--- src/rtl/ins_decode_pkg.sv ---
// Shared encodings and the ID/EX record for the registered decode stage.
package ins_decode_pkg;

  localparam int ID_DATA_W = 32;

  // Primary opcodes (ins[31:26])
  localparam logic [5:0] OPC_RTYPE = 6'h00;
  localparam logic [5:0] OPC_ADDI  = 6'h08;
  localparam logic [5:0] OPC_ADDIU = 6'h09;
  localparam logic [5:0] OPC_SLTI  = 6'h0A;
  localparam logic [5:0] OPC_SLTIU = 6'h0B;
  localparam logic [5:0] OPC_ANDI  = 6'h0C;
  localparam logic [5:0] OPC_ORI   = 6'h0D;
  localparam logic [5:0] OPC_XORI  = 6'h0E;
  localparam logic [5:0] OPC_LUI   = 6'h0F;

  // R-type function codes (ins[5:0])
  localparam logic [5:0] FN_SLL  = 6'h00;
  localparam logic [5:0] FN_SRL  = 6'h02;
  localparam logic [5:0] FN_SRA  = 6'h03;
  localparam logic [5:0] FN_SLLV = 6'h04;
  localparam logic [5:0] FN_SRLV = 6'h06;
  localparam logic [5:0] FN_SRAV = 6'h07;
  localparam logic [5:0] FN_ADD  = 6'h20;
  localparam logic [5:0] FN_ADDU = 6'h21;
  localparam logic [5:0] FN_SUB  = 6'h22;
  localparam logic [5:0] FN_SUBU = 6'h23;
  localparam logic [5:0] FN_AND  = 6'h24;
  localparam logic [5:0] FN_OR   = 6'h25;
  localparam logic [5:0] FN_XOR  = 6'h26;
  localparam logic [5:0] FN_NOR  = 6'h27;
  localparam logic [5:0] FN_SLT  = 6'h2A;
  localparam logic [5:0] FN_SLTU = 6'h2B;

  // ALU operation codes seen by EX
  localparam logic [7:0] ALU_AND  = 8'h24;
  localparam logic [7:0] ALU_OR   = 8'h25;
  localparam logic [7:0] ALU_XOR  = 8'h26;
  localparam logic [7:0] ALU_NOR  = 8'h27;
  localparam logic [7:0] ALU_SLL  = 8'h7C;
  localparam logic [7:0] ALU_SRL  = 8'h02;
  localparam logic [7:0] ALU_SRA  = 8'h03;
  localparam logic [7:0] ALU_ADD  = 8'h20;
  localparam logic [7:0] ALU_ADDU = 8'h21;
  localparam logic [7:0] ALU_SUB  = 8'h22;
  localparam logic [7:0] ALU_SUBU = 8'h23;
  localparam logic [7:0] ALU_SLT  = 8'h2A;
  localparam logic [7:0] ALU_SLTU = 8'h2B;

  // Result group selectors
  localparam logic [2:0] ALU_SEL_NONE  = 3'b000;
  localparam logic [2:0] ALU_SEL_LOGIC = 3'b001;
  localparam logic [2:0] ALU_SEL_SHIFT = 3'b010;
  localparam logic [2:0] ALU_SEL_ARITH = 3'b100;

  // Contents of the ID/EX register; data fields are sized to ID_DATA_W,
  // so the top-level DATA_W defaults to that width.
  typedef struct packed {
    logic [ID_DATA_W-1:0] pc;
    logic [7:0]           op;
    logic [2:0]           sel;
    logic [ID_DATA_W-1:0] src1;
    logic [ID_DATA_W-1:0] src2;
    logic [4:0]           wr_addr;
    logic                 wr_en;
    logic                 illegal;
  } id_ex_t;

endpackage

--- src/rtl/ins_decode_pipe_fwd_mux.sv ---
// Operand resolution for one register-file read port: r0 is always zero,
// otherwise the youngest matching forwarding source wins over the RF.
module fwd_mux import ins_decode_pkg::*; #(
  parameter int DATA_W  = ID_DATA_W,
  parameter int NUM_FWD = 2
) (
  input  logic                      en,
  input  logic [4:0]                addr,
  input  logic [DATA_W-1:0]         rf_data,
  input  logic [NUM_FWD-1:0]        fwd_en,
  input  logic [5*NUM_FWD-1:0]      fwd_addr,
  input  logic [DATA_W*NUM_FWD-1:0] fwd_data,
  input  logic [NUM_FWD-1:0]        fwd_is_load,
  output logic [DATA_W-1:0]         data,
  output logic                      hazard
);

  logic found;

  // Priority search from index 0 (youngest) upward; hazard only counts
  // when the port is actually read and the register is not r0.
  always_comb begin
    data   = rf_data;
    hazard = 1'b0;
    found  = 1'b0;
    for (int i = 0; i < NUM_FWD; i++) begin
      if (!found && fwd_en[i] && (fwd_addr[5*i +: 5] == addr)) begin
        found  = 1'b1;
        data   = fwd_data[DATA_W*i +: DATA_W];
        hazard = fwd_is_load[i];
      end
    end
    if (addr == 5'd0) begin
      data   = '0;
      hazard = 1'b0;
    end
    hazard = hazard & en;
  end

endmodule

--- src/rtl/ins_decode_pipe.sv ---
// Registered MIPS32 decode stage with valid/ready on both sides, operand
// forwarding, load-use interlock, flush and a saturating stall counter.
module ins_decode_pipe import ins_decode_pkg::*; #(
  parameter int DATA_W      = ID_DATA_W,
  parameter int NUM_FWD     = 2,
  parameter int STALL_CNT_W = 16
) (
  input  logic                      clk,
  input  logic                      reset,
  input  logic                      in_valid,
  output logic                      in_ready,
  input  logic [DATA_W-1:0]         pc,
  input  logic [31:0]               ins,
  output logic                      rd1_en,
  output logic                      rd2_en,
  output logic [4:0]                addr1,
  output logic [4:0]                addr2,
  input  logic [DATA_W-1:0]         rf_data1,
  input  logic [DATA_W-1:0]         rf_data2,
  input  logic [NUM_FWD-1:0]        fwd_en,
  input  logic [5*NUM_FWD-1:0]      fwd_addr,
  input  logic [DATA_W*NUM_FWD-1:0] fwd_data,
  input  logic [NUM_FWD-1:0]        fwd_is_load,
  input  logic                      flush,
  output logic                      out_valid,
  input  logic                      out_ready,
  output logic [DATA_W-1:0]         out_pc,
  output logic [7:0]                alu_op,
  output logic [2:0]                alu_sel,
  output logic [DATA_W-1:0]         src_data1,
  output logic [DATA_W-1:0]         src_data2,
  output logic [4:0]                wr_addr,
  output logic                      wr_en,
  output logic                      illegal,
  output logic [STALL_CNT_W-1:0]    stall_cnt
);

  localparam logic [STALL_CNT_W-1:0] STALL_MAX = {STALL_CNT_W{1'b1}};

  logic [5:0]  opcode, funct;
  logic [4:0]  rs, rt, rd, shamt;
  logic [15:0] imm;

  logic [7:0]        dec_op;
  logic [2:0]        dec_sel;
  logic [4:0]        dec_wr_addr;
  logic              dec_wr_en;
  logic              dec_illegal;
  logic [DATA_W-1:0] alt1, alt2;

  logic [DATA_W-1:0] port1_data, port2_data;
  logic              haz1, haz2, hazard;
  logic              load, transfer;

  id_ex_t                 id_ex_d, id_ex_q;
  logic                   out_valid_d, out_valid_q;
  logic [STALL_CNT_W-1:0] stall_cnt_d, stall_cnt_q;

  assign opcode = ins[31:26];
  assign rs     = ins[25:21];
  assign rt     = ins[20:16];
  assign rd     = ins[15:11];
  assign shamt  = ins[10:6];
  assign funct  = ins[5:0];
  assign imm    = ins[15:0];

  assign addr1 = rs;
  assign addr2 = rt;

  // Instruction decode: anything not matched stays illegal with no write-back.
  always_comb begin
    dec_op      = 8'h00;
    dec_sel     = ALU_SEL_NONE;
    dec_wr_addr = 5'd0;
    dec_wr_en   = 1'b0;
    dec_illegal = 1'b1;
    rd1_en      = 1'b0;
    rd2_en      = 1'b0;
    alt1        = '0;
    alt2        = '0;
    case (opcode)
      OPC_RTYPE: begin
        case (funct)
          FN_AND, FN_OR, FN_XOR, FN_NOR: begin
            if (shamt == 5'd0) begin
              dec_op      = {2'b00, funct};
              dec_sel     = ALU_SEL_LOGIC;
              dec_illegal = 1'b0;
            end
          end
          FN_ADD, FN_ADDU, FN_SUB, FN_SUBU, FN_SLT, FN_SLTU: begin
            if (shamt == 5'd0) begin
              dec_op      = {2'b00, funct};
              dec_sel     = ALU_SEL_ARITH;
              dec_illegal = 1'b0;
            end
          end
          FN_SLLV, FN_SRLV, FN_SRAV: begin
            if (shamt == 5'd0) begin
              dec_op      = (funct == FN_SLLV) ? ALU_SLL :
                            (funct == FN_SRLV) ? ALU_SRL : ALU_SRA;
              dec_sel     = ALU_SEL_SHIFT;
              dec_illegal = 1'b0;
            end
          end
          FN_SLL, FN_SRL, FN_SRA: begin
            if (rs == 5'd0) begin
              dec_op      = (funct == FN_SLL) ? ALU_SLL :
                            (funct == FN_SRL) ? ALU_SRL : ALU_SRA;
              dec_sel     = ALU_SEL_SHIFT;
              dec_illegal = 1'b0;
            end
          end
          default: ;
        endcase
        if (!dec_illegal) begin
          // Shift-immediate takes shamt in place of rs.
          rd1_en      = !((funct == FN_SLL) || (funct == FN_SRL) || (funct == FN_SRA));
          rd2_en      = 1'b1;
          alt1        = DATA_W'(shamt);
          dec_wr_addr = rd;
          dec_wr_en   = 1'b1;
        end
      end
      OPC_ANDI, OPC_ORI, OPC_XORI: begin
        dec_op      = (opcode == OPC_ANDI) ? ALU_AND :
                      (opcode == OPC_ORI)  ? ALU_OR  : ALU_XOR;
        dec_sel     = ALU_SEL_LOGIC;
        dec_illegal = 1'b0;
        rd1_en      = 1'b1;
        alt2        = DATA_W'(imm);
        dec_wr_addr = rt;
        dec_wr_en   = 1'b1;
      end
      OPC_ADDI, OPC_ADDIU, OPC_SLTI, OPC_SLTIU: begin
        dec_op      = (opcode == OPC_ADDI)  ? ALU_ADD  :
                      (opcode == OPC_ADDIU) ? ALU_ADDU :
                      (opcode == OPC_SLTI)  ? ALU_SLT  : ALU_SLTU;
        dec_sel     = ALU_SEL_ARITH;
        dec_illegal = 1'b0;
        rd1_en      = 1'b1;
        alt2        = DATA_W'($signed(imm));
        dec_wr_addr = rt;
        dec_wr_en   = 1'b1;
      end
      OPC_LUI: begin
        dec_op      = ALU_OR;
        dec_sel     = ALU_SEL_LOGIC;
        dec_illegal = 1'b0;
        alt2        = DATA_W'({imm, 16'h0000});
        dec_wr_addr = rt;
        dec_wr_en   = 1'b1;
      end
      default: ;
    endcase
  end

  fwd_mux #(.DATA_W(DATA_W), .NUM_FWD(NUM_FWD)) u_fwd1 (
    .en          (rd1_en),
    .addr        (addr1),
    .rf_data     (rf_data1),
    .fwd_en      (fwd_en),
    .fwd_addr    (fwd_addr),
    .fwd_data    (fwd_data),
    .fwd_is_load (fwd_is_load),
    .data        (port1_data),
    .hazard      (haz1)
  );

  fwd_mux #(.DATA_W(DATA_W), .NUM_FWD(NUM_FWD)) u_fwd2 (
    .en          (rd2_en),
    .addr        (addr2),
    .rf_data     (rf_data2),
    .fwd_en      (fwd_en),
    .fwd_addr    (fwd_addr),
    .fwd_data    (fwd_data),
    .fwd_is_load (fwd_is_load),
    .data        (port2_data),
    .hazard      (haz2)
  );

  assign hazard   = haz1 | haz2;
  assign load     = out_ready | ~out_valid_q;
  assign in_ready = load & ~hazard & ~flush;
  assign transfer = in_valid & in_ready;

  // Next ID/EX contents: flush beats everything, then transfer, then bubble.
  always_comb begin
    id_ex_d     = id_ex_q;
    out_valid_d = out_valid_q;
    stall_cnt_d = stall_cnt_q;
    if (flush) begin
      out_valid_d = 1'b0;
    end else begin
      if (transfer) begin
        id_ex_d.pc      = pc;
        id_ex_d.op      = dec_op;
        id_ex_d.sel     = dec_sel;
        id_ex_d.src1    = rd1_en ? port1_data : alt1;
        id_ex_d.src2    = rd2_en ? port2_data : alt2;
        id_ex_d.wr_addr = dec_wr_addr;
        id_ex_d.wr_en   = dec_wr_en;
        id_ex_d.illegal = dec_illegal;
        out_valid_d     = 1'b1;
      end else if (load) begin
        out_valid_d = 1'b0;
      end
      if (hazard && in_valid && (stall_cnt_q != STALL_MAX)) begin
        stall_cnt_d = stall_cnt_q + 1'b1;
      end
    end
  end

  // ID/EX register and stall counter.
  always_ff @(posedge clk or negedge reset) begin
    if (!reset) begin
      id_ex_q     <= '0;
      out_valid_q <= 1'b0;
      stall_cnt_q <= '0;
    end else begin
      id_ex_q     <= id_ex_d;
      out_valid_q <= out_valid_d;
      stall_cnt_q <= stall_cnt_d;
    end
  end

  assign out_valid = out_valid_q;
  assign out_pc    = id_ex_q.pc;
  assign alu_op    = id_ex_q.op;
  assign alu_sel   = id_ex_q.sel;
  assign src_data1 = id_ex_q.src1;
  assign src_data2 = id_ex_q.src2;
  assign wr_addr   = id_ex_q.wr_addr;
  assign wr_en     = id_ex_q.wr_en;
  assign illegal   = id_ex_q.illegal;
  assign stall_cnt = stall_cnt_q;

endmodule

--- config.mk ---
export PLATFORM = sky130hd
export DESIGN_NAME = ins_decode_pipe
export DESIGN_NICKNAME = d
export VERILOG_FILES = /design/src/rtl/ins_decode_pkg.sv /design/src/rtl/ins_decode_pipe_fwd_mux.sv /design/src/rtl/ins_decode_pipe.sv
export SDC_FILE = /design/constraint.sdc
export NUM_CORES = 1
export LEC_CHECK = 0
export ABC_AREA = 1
export BUFFER_PORTS_ARGS = -buffer_cell sky130_fd_sc_hd__buf_2
export CORE_AREA = 4 4 134 136
export DETAILED_ROUTE_END_ITERATION = 10
export DIE_AREA = 0 0 138 140
export GPL_TIMING_DRIVEN = 1
export PLACE_DENSITY = 0.83
export SLEW_MARGIN = 20
export SYNTH_ARGS = -nofsm -noshare
export SYNTH_HDL_FRONTEND = slang
export SYNTH_SLANG_ARGS = --single-unit
export TNS_END_PERCENT = 10
--- constraint.sdc ---
create_clock -name clk -period 3.4 [get_ports clk]
set_clock_uncertainty 0.05 [all_clocks]
set_input_delay 0.34 -clock clk [delete_from_list [all_inputs] [get_ports clk]]
set_output_delay 0.34 -clock clk [all_outputs]
set_load 0.02 [all_outputs]
==> results.cfg <==
[status]
status = completed

[route]
vias_per_cell = 5.368
routedWlPerCell_um = 17.36
vias = 9753
ant_nets = 0
finalWirelength_mm = 31.55
drtPass1Iterations = 6
drt_iter0_markers = 800
remaining_drc_errors = 0

[power]
powerDensity_nw_per_um2 = 419.0
p_leak_uw = 0.006418
irDropWorstVdd_mv = 0.3472

[floorplan]
rows = 48
core_um2 = 16940
die_y_um = 140
die_area_um2 = 19320
io_pins = 355
initial_core_util = 0.4898
dieWidth_um = 138

[synth]
syn_area_per_cell_um2 = 6.584
synth.area.top_cells = dfrtp_1 39%, nand2_1 26%, o21ai_0 11%
seq_area_frac_synth = 0.3922
synth_seq_cells = 130
synth-warning-count = 0
synth_top_area_frac = 0.3922
synthesis.area_um2 = 8295
syn_nets = 1472
yosys.area.top_type = dfrtp_1
ys_types = 34
synthCells = 1260

[finish]
fin_nets = 1789
nFillCells = 1643
drive_gt1_frac = 0.2704
final_common_cell = nand2_1
design_area_um2 = 10760
final_cell_mix = 565 x nand2_1, 352 x buf_2, 181 x o21ai_0, 130 x dfrtp_1, 99 x inv_1
final_cells = 1817
syn2layout_area_growth_pct = 29.67

[grt]
grt_pass1_vias = 9527
grt-ovfl-total = 0
grt_use_total = 0.3169
grt_max_degree = 85
grt_antenna_before_repair = 2
grt_pass1_wl_mm = 49.33

[run]
maxCapViolations = 0

[clock_network]
cts_buffers = 17
path_clk_slew_ns = 0.06
clkSinkCount = 130
htreeDepth = 4
root_buffer = clkbuf_16
cts_resized = 0
cts_tree = done
clkLatencyLatePin_ns = 0.43
clk_path_buf_depth = 2

[timing]
slew_violations = 0
timing.fmax_mhz = 378.3
finalSetupViolations = 0
hold_viol_final = 0
hold_ws_ns = 0.04948
relSlewSlack = 0.4514
period_needed_ns = 2.643
rsz0062_at_grt = false
tightest_slew_ns = 0.8229
layout_setup_ws_ns = 0.7565
fin_crit_sh = 0.7775
setup_tns_ns = 0

[placed_design]
dp.cells = 1781
pre_cts_slack_ns = 0.1325
place_area_um2 = 10100
post-dp-hpwl_mm = 23.84
place.gp.congestion = 0.9726
io_buffers = 353

[setup_path]
cp.arrival_ns = 2.95
end_kind = flip-flop
critPathKind = input port to flip-flop
crit_path_max_fanout = 39
cp-start-kind = input port
required_ns = 3.71

[worst_hold_path]
min_path_type = input port to flip-flop
[cell usage after synthesis]
cell and n:
a21oi_1 4, a311oi_1 1, a32oi_1 1, buf_1 3
buf_2 19, buf_4 17, buf_6 10, clkbuf_1 26
conb_1 1, dfrtp_1 130, ha_1 1, inv_1 99
inv_2 11, nand2_1 565, nand2_2 1, nand3_1 45
nand3_2 3, nand4_1 6, nand4_2 1, nor2_1 58
nor2_2 4, nor2_4 1, nor3_1 8, nor3_4 2
nor4_1 1, o211ai_1 17, o21ai_0 181, o21ai_1 8
o21bai_1 15, o21bai_4 1, o22ai_1 5, o31ai_1 1
xnor2_1 8, xor2_1 6
[power by group]
group | leakage (µW) | internal (µW) | switching (µW)
Sequential | 0.00175 | 1650 | 62.4
Clock | 0.000297 | 1120 | 796
Combinational | 0.00437 | 302 | 575
Total | 0.00642 | 3070 | 1430
[what timing repair did]
action | in CTS | in global routing
hold buffers | 1 | 0
setup buffers | 0 | 0
setup endpoints to repair | 0 | 0
hold endpoints to repair | 83 | 0
[layer usage]
metal | up-vias | GRT usage | part of all wire
met1 | 4460 | 0.3978 | 0.38
met3 | 98 | 0.06999 | 0.095
met5 | - | 0 | 0
li1 | 4609 | - | -
met2 | 586 | 0.5177 | 0.48
met4 | 0 | 0.1602 | 0.049
[layout make-up]
class                           count  area, µm²  area share
Antenna cell                        2      5.005   0.0004653
Clock buffer                       17      425.4     0.03955
Timing Repair Buffer              373       1983      0.1844
Tap cell                          225      281.5     0.02617
Multi-Input combinational cell    945       4209      0.3913
Inverter                          110      412.9     0.03839
Sequential cell                   130       3253      0.3024
Clock inverter                     15      186.4     0.01733
[cell families (layout without fill, tap and decap cells)]
kind of cell / Yosys count / after routing / share of synthesized area
xor+xnor: 14 / 14 / 0.01478
fa+ha+maj: 1 / 1 / 0.001508
flops: 130 / 130 / 0.3922
buf+inv: 185 / 515 / 0.1033
other cells: 1 / 3 / 0.0004521
simple gates: 695 / 695 / 0.3333
compound gates: 234 / 234 / 0.1545
[worst max-delay path, stage by stage]
cell      delay (ns)
buf_2           0.13
nor2_1          0.30
nand2_1         0.10
nor2_1          0.22
inv_1           0.08
nand3_2         0.10
o21bai_4        0.11
nand3_2         0.12
nand3_1         0.15
nor2_4          0.46
buf_16          0.23
buf_4           0.40
nand2_1         0.11
nand2_1         0.07
[state kept, by name, indices dropped and copies added (netlist names)]
signal	cells
alu_op	7
alu_sel	3
illegal	1
out_pc	32
out_valid	1
src_data1	32
src_data2	32
stall_cnt	16
wr_addr	5
wr_en	1
[through the flow]
stage | power [µW] | util
after detailed placement | 2606 | 0.5965
after floorplan | 2208 | -
after global placement | 2592 | 0.5965
final | 4507 | 0.6351
after global routing | 4687 | 0.6351
after CTS | 4527 | 0.6332
[final timing paths]
check / from / to / slack (ns) / depth (start not counted)
worst max-delay path: ins[5] / wr_addr[0] / 0.76 / 14
worst min-delay path: pc[18] / out_pc[18] / 0.05 / 3
worst max register to register: out_valid / wr_addr[0] / 0.97 / 7
worst min register to register: out_pc[20] / out_pc[20] / 0.43 / 2
max in group asynchronous: reset / src_data2[14] / 2.03 / 3
min in group asynchronous: reset / out_pc[11] / 0.46 / 2
No activity file was read; power rests on OpenSTA's default activity.
